===== config.mk =====
export PLATFORM = sky130hd
export DESIGN_NAME = serial_adder_ctrl
export DESIGN_NICKNAME = d
export VERILOG_FILES = /design/src/rtl/serial_adder_ctrl.sv
export SDC_FILE = /design/constraint.sdc
export NUM_CORES = 1
export LEC_CHECK = 0
export BUFFER_PORTS_ARGS = -buffer_cell sky130_fd_sc_hd__buf_2
export CAP_MARGIN = 25
export CORE_MARGIN = 4
export CORE_UTILIZATION = 45
export DETAILED_ROUTE_END_ITERATION = 8
export GPL_TIMING_DRIVEN = 0
export PLACE_DENSITY = 0.75
export SYNTH_ARGS = -nofsm -noshare
export SYNTH_HDL_FRONTEND = slang
export SYNTH_SLANG_ARGS = --single-unit

===== constraint.sdc =====
create_clock -name clk -period 1.9 [get_ports clk]
set_clock_uncertainty 0.1 [all_clocks]
set_input_delay 0 -clock clk [delete_from_list [all_inputs] [get_ports clk]]
set_output_delay 0 -clock clk [all_outputs]
set_load 0.02 [all_outputs]

===== src/rtl/serial_adder_ctrl.sv =====
// Bit-serial adder: one shared full_adder plus a carry flip-flop, LSB-first over WIDTH cycles.
// Define SERIAL_ADDER_OVF_EN to add the signed-overflow output ovf.

module full_adder (
    input  logic a,
    input  logic b,
    input  logic cin,
    output logic sum,
    output logic cout
);

    assign sum  = a ^ b ^ cin;
    assign cout = (a & b) | (a & cin) | (b & cin);

endmodule

module serial_adder_ctrl #(
    parameter int unsigned WIDTH = 8
) (
    input  logic             clk,
    input  logic             rst,
    input  logic             start,
    input  logic [WIDTH-1:0] a,
    input  logic [WIDTH-1:0] b,
    input  logic             cin,
    output logic             busy,
    output logic             done,
    output logic [WIDTH-1:0] sum,
    output logic             cout
`ifdef SERIAL_ADDER_OVF_EN
    ,
    output logic             ovf
`endif
);

    localparam int unsigned CW = (WIDTH > 1) ? $clog2(WIDTH) : 1;
    localparam logic [CW-1:0] LastBit = CW'(WIDTH - 1);

    typedef enum logic [1:0] {StIdle, StRun, StDone} state_e;

    state_e           state_q, state_d;
    logic [WIDTH-1:0] a_sh_q, a_sh_d;
    logic [WIDTH-1:0] b_sh_q, b_sh_d;
    logic [WIDTH-1:0] psum_q, psum_d;
    logic [WIDTH-1:0] sum_q, sum_d;
    logic [CW-1:0]    cnt_q, cnt_d;
    logic             carry_q, carry_d;
    logic             cout_q, cout_d;
    logic             ovf_q, ovf_d;
    logic             fa_sum, fa_cout;
    logic [WIDTH-1:0] psum_shift;

    full_adder u_fa (
        .a    (a_sh_q[0]),
        .b    (b_sh_q[0]),
        .cin  (carry_q),
        .sum  (fa_sum),
        .cout (fa_cout)
    );

    // New bit enters at the MSB so the LSB-first result lands aligned after WIDTH shifts.
    always_comb begin
        psum_shift = psum_q >> 1;
        psum_shift[WIDTH-1] = fa_sum;
    end

    always_comb begin
        state_d = state_q;
        a_sh_d  = a_sh_q;
        b_sh_d  = b_sh_q;
        psum_d  = psum_q;
        sum_d   = sum_q;
        cnt_d   = cnt_q;
        carry_d = carry_q;
        cout_d  = cout_q;
        ovf_d   = ovf_q;
        case (state_q)
            StIdle, StDone: begin
                if (start) begin
                    a_sh_d  = a;
                    b_sh_d  = b;
                    carry_d = cin;
                    psum_d  = '0;
                    cnt_d   = '0;
                    state_d = StRun;
                end else begin
                    state_d = StIdle;
                end
            end
            StRun: begin
                a_sh_d  = a_sh_q >> 1;
                b_sh_d  = b_sh_q >> 1;
                psum_d  = psum_shift;
                carry_d = fa_cout;
                cnt_d   = cnt_q + CW'(1);
                if (cnt_q == LastBit) begin
                    state_d = StDone;
                    sum_d   = psum_shift;
                    cout_d  = fa_cout;
                    // carry_q is the carry into the MSB on the final bit
                    ovf_d   = carry_q ^ fa_cout;
                end
            end
            default: state_d = StIdle;
        endcase
    end

    always_ff @(posedge clk) begin
        if (rst) begin
            state_q <= StIdle;
            a_sh_q  <= '0;
            b_sh_q  <= '0;
            psum_q  <= '0;
            sum_q   <= '0;
            cnt_q   <= '0;
            carry_q <= 1'b0;
            cout_q  <= 1'b0;
            ovf_q   <= 1'b0;
        end else begin
            state_q <= state_d;
            a_sh_q  <= a_sh_d;
            b_sh_q  <= b_sh_d;
            psum_q  <= psum_d;
            sum_q   <= sum_d;
            cnt_q   <= cnt_d;
            carry_q <= carry_d;
            cout_q  <= cout_d;
            ovf_q   <= ovf_d;
        end
    end

    assign busy = (state_q == StRun);
    assign done = (state_q == StDone);
    assign sum  = sum_q;
    assign cout = cout_q;
`ifdef SERIAL_ADDER_OVF_EN
    assign ovf  = ovf_q;
`else
    logic unused_ovf;
    assign unused_ovf = ovf_q;
`endif

endmodule


==> impl_metrics.toml, run 1 <==
[run_status]
status = "complete, but fails checks"
violations = "negative hold slack"

[routing]
drt-initial-drc-count = 54
vias = 1493
dr.pass1.iters = 4
wirelength_um = 3620
postRouteAntennaNets = 0
drc = 0
vias_per_cell = 5.03
wire_per_inst_um = 12.2

[timing]
holdWs_ps = -24.3
max_slew.worst_pin.slew_ps = 647
fmax_mhz = 556
post-route-min-period_ps = 1800
slew_viol_final = 0
rsz0062_at_grt = "false"
finalSetupTns_ps = 0
final-setup-viol-count = 0
finalCritPeriodShare = 0.946
slew_headroom = 0.568
hold_viol = 1
fin_ws_ps = 102

[synthesis]
syn_inst = 190
syn_area_per_cell_um2 = 8.61
synth_warnings = 0
yosysSeqAreaShare = 0.465
synth.distinct_cells = 20
ys_seq_elements = 38
netlist_area_mm2 = 0.00164
synth_nets = 213

[cells_and_area]
layout_commonest_cell = "nand2_1"
drive_gt1_frac = 0.255
area_growth_pct = 31.1
nets = 273
final_core_util = 0.627
fill_cells = 314
most-common-layout-cells = "nand2_1 (45), dfxtp_1 (37), buf_2 (33)"
layout.cells.non_filler = 297
design_area_mm2 = 0.00214
diodes = 0

[power_and_ir_drop]
p_seq_frac = 0.541
peakVddDrop_uv = 464
comb_power_share = 0.172
power.switching_uw = 444
p_int_mw = 1.15
swShare = 0.278
power_leakage_nw = 0.871
p_per_area_mw_per_mm2 = 744
pwr-share-clk = 0.287

[setup_path]
required_ps = 2100
crit_type = "reg2reg"
cp-start-kind = "flop"
crit_path_end_kind = "flop"
worst-path-max-fanout = 10
crit_arrival_ps = 2000
reg2reg_slack_ps = 100

[grt]
grt_usage = 0.183
grt-ovfl-total = 0
grt_max_degree = 13
antenna_found_initial = 0
first_global_vias = 1426
grt_pass1_wl_um = 6330

[clocking]
clock-sinks = 38
clkTransAtPathRegs_ps = 120
post-cts-setup-buffers = 0
cts-root-buf = "clkbuf_4"
cts_tree = "yes"
numCtsBuffers = 5
cts.htree.levels = 2
clock_path_buffers = 2
clkLatencyLatePin_ps = 360

[place]
portBuffers = 29
dp_slack_ps = 420
place.gp.congestion = 0.799
dp_cells = 265
dpl.hpwl_um = 2350
dpl_cell_area_mm2 = 0.00184

[die]
fp.dieW_um = 68.3
initial_core_util = 0.479
fp-row-count = 21
dieArea_mm2 = 0.00466
core_mm2 = 0.00342
pin_count = 31
die_h_um = 68.3

[flow_run]
maxCapViolCount = 0

[worst_hold_path]
holdCritPathClass = "in2reg"
## final timing paths
check	from	to	cells past startpoint
setup / recovery	state_q[1]	b_sh_q[3]	5
setup reg to reg	state_q[1]	b_sh_q[3]	5
hold reg to reg	sum[1]	sum[1]	2
hold / removal	rst	b_sh_q[1]	2
## per-layer routing
layer | vias up | track usage | wire, um
li1 | 769 | - | -
met1 | 681 | 0.218 | 1630
met2 | 37 | 0.306 | 1740
met3 | 6 | 0.0427 | 205
met4 | 0 | 0.0893 | 45
met5 | - | 0 | 0
## power groups by stage
stage | Clock (mW) | Sequential, mW | Combinational, mW
6_report | 0.458 | 0.864 | 0.274
4_1_cts | 0.467 | 0.863 | 0.275
2_1_floorplan | 0 | 0.875 | 0.170
3_3_place_gp | 0 | 0.879 | 0.223
3_5_place_dp | 0 | 0.881 | 0.226
5_1_grt | 0.496 | 0.868 | 0.305
## registers in the layout, indices dropped and copies added (netlist names)
name     cells
sum          8
cout         1
psum_q       7
cnt_q        3
a_sh_q       8
b_sh_q       8
carry_q      1
state_q      2
## Yosys cell counts
cell type	count	area share
a21oi_1	21	0.064
a311oi_1	8	0.043
a311oi_2	7	0.064
buf_2	4	0.012
buf_4	3	0.014
buf_6	5	0.034
buf_8	1	0.0092
clkbuf_1	4	0.0092
clkinv_2	1	0.0031
dfxtp_1	38	0.47
fa_1	1	0.012
ha_1	2	0.015
nand2_1	45	0.10
nand2_2	5	0.019
nand2b_1	3	0.011
nand3_1	21	0.064
nand3b_1	1	0.0046
nor2_1	17	0.039
nor2b_1	2	0.0076
o21a_1	1	0.0046
## area by class of cell
type                       count  area, um2  area share
multi-input combinational    134        741       0.346
buffer                        17        129      0.0601
clock inverter                 2       12.5     0.00584
sequential                    38        762       0.356
inverter                       1       5.00     0.00234
tap                           46       57.6      0.0269
clock buffer                   6       51.3      0.0239
timing repair buffer          53        385       0.180
## worst max-delay path, stage by stage (launching register included)
cell and delay, ps:
dfxtp_1 330, nand2b_1 150, buf_6 140, buf_2 210
a311oi_1 240, dlygate4sd3_1 580
## cell families (layout without fill, tap and decap cells)
| group | Yosys count | after routing | share of synthesized area |
|---|---|---|---|
| compound gates | 37 | 37 | 0.176 |
| fa+ha+maj | 3 | 3 | 0.0275 |
| flops | 38 | 38 | 0.465 |
| simple gates | 94 | 94 | 0.249 |
| buf+inv | 18 | 79 | 0.0819 |
## through the flow
stage	power (mW)	hold slack, ps
final	1.60	-24.3
after global routing	1.67	57.2
after CTS	1.61	27.7
after detailed placement	1.11	166
after global placement	1.10	161
after floorplan	1.04	36.0
## timing repair
item | in CTS | in global routing
hold buffers | 25 | 0
endpoints found under the hold margin | 17 | 0
endpoints found under the setup margin | 0 | 3
gates resized for setup | 0 | 1
Power figures use the tool's default switching activity.
==> inputs of run 2 (changes only) <==
BUFFER_PORTS_ARGS = default   (was -buffer_cell sky130_fd_sc_hd__buf_2)
DONT_BUFFER_PORTS = 1   (was default)
PLACE_DENSITY = 0.68   (was 0.75)
==> run 2 against run 1 <==
  * The run now ends clean
  * Critical path type unchanged
  * Register-to-register slack got worse by 50 ps
  * Highest routed layer unchanged
  * Largest cell class unchanged
  * Die area did not move
  * Sequential share of layout area rose by 1.8 points
  * Setup slack got worse by 51 ps
  * Combinational power fell by 3%
  * Clock power rose by 17%
==> impl_metrics.toml, run 2 (synthesis gave the netlist of run 1 again) <==
[power_and_ir_drop]
power.total_mw = 1.67
p_per_area_mw_per_mm2 = 816
peakVddDrop_uv = 470
power_leakage_nw = 0.752

[run_status]
status = "finished clean"

[routing]
vias_per_cell = 5.33
vias = 1438
postRouteAntennaNets = 0
wirelength_um = 3740
dr.pass1.iters = 4
drc = 0
wire_per_inst_um = 13.8
drt-initial-drc-count = 65

[die]
initial_core_util = 0.479
fp-row-count = 21
fp.dieW_um = 68.3
core_mm2 = 0.00342
die_h_um = 68.3
pin_count = 31
dieArea_mm2 = 0.00466

[clocking]
cts_tree = "yes"
clock-sinks = 38
clock_path_buffers = 2
clkLatencyLatePin_ps = 340
clkTransAtPathRegs_ps = 110
cts-root-buf = "clkbuf_4"
post-cts-setup-buffers = 0
cts.htree.levels = 2
numCtsBuffers = 5

[timing]
slew_headroom = 0.576
post-route-min-period_ps = 1850
fmax_mhz = 541
holdWs_ps = 46.3
slew_viol_final = 0
finalCritPeriodShare = 0.973
fin_ws_ps = 51.3
hold_viol = 0
max_slew.worst_pin.slew_ps = 636
rsz0062_at_grt = "true"
final-setup-viol-count = 0

[cells_and_area]
fill_cells = 321
multi_input_area_um2 = 753
most-common-layout-cells = "nand2_1 (45), dfxtp_1 (37), dlygate4sd3_1 (26)"
layout.cells.non_filler = 270
nets = 246
area_growth_pct = 24.9
drive_gt1_frac = 0.156
diodes = 0
design_area_mm2 = 0.00204
register_area_um2 = 762
layout_commonest_cell = "nand2_1"

[setup_path]
crit_type = "reg2reg"
worst_path_max_delay_cell = "dlygate4sd3_1"
crit_arrival_ps = 2030
cpPeakStageDelay_ps = 590
required_ps = 2080
crit_chain = "nand2b_1 > buf_6 > buf_2 > a311oi_1 > dlygate4sd3_1"
crit_path_end_kind = "flop"
cp-start-kind = "flop"
worst-path-max-fanout = 10

[place]
dp_slack_ps = 407
dpl.hpwl_um = 2460
dpl_cell_area_mm2 = 0.00169
dp_cells = 236
portBuffers = 0
place.gp.congestion = 0.777

[worst_hold_path]
holdCritPathClass = "in2reg"

[grt]
grt_pass1_wl_um = 6170
grt_max_degree = 12
antenna_found_initial = 0
first_global_vias = 1456
grt_usage = 0.177
grt-ovfl-total = 0

[flow_run]
maxCapViolCount = 0
==> run 2: cell count changes in the layout (fill, tap and decap cells not counted) <==
cell | before | now
clkbuf_1 | 4 | 6
bufinv_16 | 0 | 1
a311oi_1 | 8 | 6
buf_2 | 33 | 4
dlygate4sd3_1 | 24 | 26
a311oi_2 | 7 | 9
clkinvlp_4 | 1 | 0
clkinv_2 | 2 | 1
clkbuf_8 | 1 | 0
==> run 2: stage by stage <==
stage,utilization,TNS [ps]
after floorplan,-,0
after global routing,0.598,-10.9
final,0.598,0
after CTS,0.597,0
after detailed placement,0.496,0
after global placement,0.496,0
==> run 2: worst paths after layout <==
| kind | start | end | slack [ps] | depth (start not counted) |
|---|---|---|---|---|
| worst max-delay path | state_q[1] | b_sh_q[4] | 50 | 5 |
| worst min-delay path | rst | cnt_q[1] | 50 | 2 |
| worst max register to register | state_q[1] | b_sh_q[4] | 50 | 5 |
| worst min register to register | psum_q[6] | psum_q[5] | 370 | 2 |
==> run 2: final cells by class <==
class / instances / share of cell area
buffer: 17 / 0.0631
clock buffer: 7 / 0.0221
clock inverter: 1 / 0.0147
inverter: 1 / 0.00245
multi-input combinational: 134 / 0.369
sequential: 38 / 0.373
tap: 46 / 0.0282
timing repair buffer: 26 / 0.127
==> run 2: power by group <==
part,internal [mW],switching (mW),total (mW)
clock,0.279,0.258,0.537
sequential,0.837,0.0267,0.864
combinational,0.127,0.138,0.265
==> run 2: repair_timing <==
| action | CTS | global route |
|---|---|---|
| hold buffers | 27 | 0 |
| gates resized for setup | 0 | 3 |
| hold endpoints to repair | 17 | 0 |
| endpoints found under the setup margin | 0 | 6 |
==> run 2: worst max-delay path: cells and delay by family, from the launching register on <==
kind                   cells  cell delay [ps]
AND/OR/NAND/NOR            1              150
flip-flops                 1              330
AO/OA/AOI/OAI              1              270
buffers and inverters      3              940
==> run 2: per-layer routing <==
layer | GRT usage | wire (um) | up-vias
met5 | 0 | 0 | -
met1 | 0.203 | 1550 | 674
li1 | - | - | 715
met3 | 0.0427 | 226 | 5
met4 | 0.0794 | 46 | 0
met2 | 0.308 | 1910 | 44
==> inputs of run 3 (changes only) <==
CORE_ASPECT_RATIO = 0.6   (was default)
==> run 3 against run 2 <==
  * Design area up 0.80%
  * Core utilization up 1.4 points
  * Sequential cell count unchanged
  * Via count down 0.63%
  * Register-to-register slack better by 20 ps
  * Critical path type unchanged
==> impl_metrics.toml, run 3 (synthesis gave the netlist of run 1 again) <==
[setup_path]
r2r-start = "state_q[1]"
reg2reg_to = "b_sh_q[3]"
worst_path_max_delay_cell = "dlygate4sd3_1"
crit_arrival_ps = 1910
cp-start-kind = "flop"
cpPeakStageDelay_ps = 600
r2r_cells = 5
critical_path_buf_inv_count = 3
worst-path-max-fanout = 10
required_ps = 1970
crit_path_end_kind = "flop"
crit_family = "buffers and inverters"
crit_chain = "nand2b_1 > buf_6 > buf_2 > a311oi_1 > dlygate4sd3_1"
reg2reg_slack_ps = 70
crit_type = "reg2reg"

[die]
core_mm2 = 0.00336
fp-row-count = 16
pin_count = 31
initial_core_util = 0.486
die_h_um = 54.7
dieArea_mm2 = 0.00469
fp.dieW_um = 85.8

[place]
dp_cells = 235
place.gp.congestion = 0.758
dpl.hpwl_um = 2630
dp_slack_ps = 423
portBuffers = 0

[clocking]
numCtsBuffers = 5
cts-root-buf = "clkbuf_8"
clkTransAtPathRegs_ps = 70
clock-sinks = 38
cts.htree.levels = 2
clock_path_buffers = 2
cts_tree = "yes"
clkLatencyLatePin_ps = 290

[flow_run]
maxCapViolCount = 0

[routing]
dr.pass1.iters = 4
wirelength_um = 4010
wire_per_inst_um = 15.0
postRouteAntennaNets = 0
vias = 1429
vias_per_cell = 5.35
drc = 0
drt-initial-drc-count = 74

[timing]
finalCritPeriodShare = 0.964
holdWs_ps = 33.4
hold_viol = 0
slew_headroom = 0.584
fmax_mhz = 546
post-route-min-period_ps = 1830
final-setup-viol-count = 0
slew_viol_final = 0
max_slew.worst_pin.slew_ps = 625
fin_ws_ps = 68.7

[power_and_ir_drop]
p_per_area_mw_per_mm2 = 820
power_leakage_nw = 0.764
peakVddDrop_uv = 405
power.total_mw = 1.69

[cells_and_area]
area_growth_pct = 25.9
layout.cells.non_filler = 267
drive_gt1_frac = 0.171
diodes = 0
nets = 246
fill_cells = 277
layout_commonest_cell = "nand2_1"
most-common-layout-cells = "nand2_1 (45), dfxtp_1 (38), dlygate4sd3_1 (24)"

[grt]
grt_use_met1 = 0.218
grt_max_degree = 11
antenna_found_initial = 0
met2_usage = 0.294
grt_usage = 0.183
first_global_vias = 1453
grt_pass1_wl_um = 6490
grt-ovfl-total = 0
globalRoute.busiestLayer = "met2"
gr-usage-met3 = 0.0722

[run_status]
status = "finished clean"

[worst_hold_path]
holdPathStages = 4
holdCritPathClass = "in2reg"
hold_path_end = "b_sh_q[5]"
holdCritStartpoint = "start"
run 3: layout make-up:
cell class	instances	area, um2	area share
multi-input combinational	134	766	0.372
sequential	38	761	0.370
timing repair buffer	26	255	0.124
buffer	17	133	0.0644
clock buffer	6	82.6	0.0401
tap	45	56.3	0.0274
inverter	1	5.00	0.00243
run 3: worst max-delay path by stage:
stage	slack [ps]	startpoint	to	cells after the start
CTS	110	state_q[0]	b_sh_q[3]	5
finish	70	state_q[1]	b_sh_q[3]	5
global placement	460	cnt_q[0]	sum[0]	5
floorplan	620	cnt_q[0]	state_q[0]	5
detailed placement	420	cnt_q[0]	sum[6]	5
global route	-10	state_q[0]	b_sh_q[3]	5
run 3: worst min-delay path, delay by kind of cell:
family / cells / cell delay [ps]
simple gates: 2 / 140
buf+inv: 1 / 140
compound gates: 1 / 90
run 3: power breakdown:
group,internal (mW),switching [mW]
Clock,0.280,0.266
Sequential,0.837,0.0286
Combinational,0.133,0.142
run 3: per-layer routing:
layer | part of all wire | routed length (um)
met1 | 0.46 | 1860
met4 | 0.021 | 84
met5 | 0 | 0
met2 | 0.45 | 1800
met3 | 0.068 | 272
run 3: through the flow:
step,utilization,cell area [um2],TNS [ps]
after global routing,0.612,2060,-12.7
after detailed placement,0.503,1690,0
after floorplan,-,1640,0
after CTS,0.602,2020,0
final,0.612,2060,0
after global placement,0.503,1690,0
run 3: what timing repair did:
| action | 4_1_cts | 5_1_grt |
|---|---|---|
| endpoints found under the hold margin | 17 | 0 |
| hold buffers | 25 | 0 |
| buffers inserted | 0 | 2 |
| resized for setup | 0 | 5 |
| setup endpoints to repair | 0 | 3 |
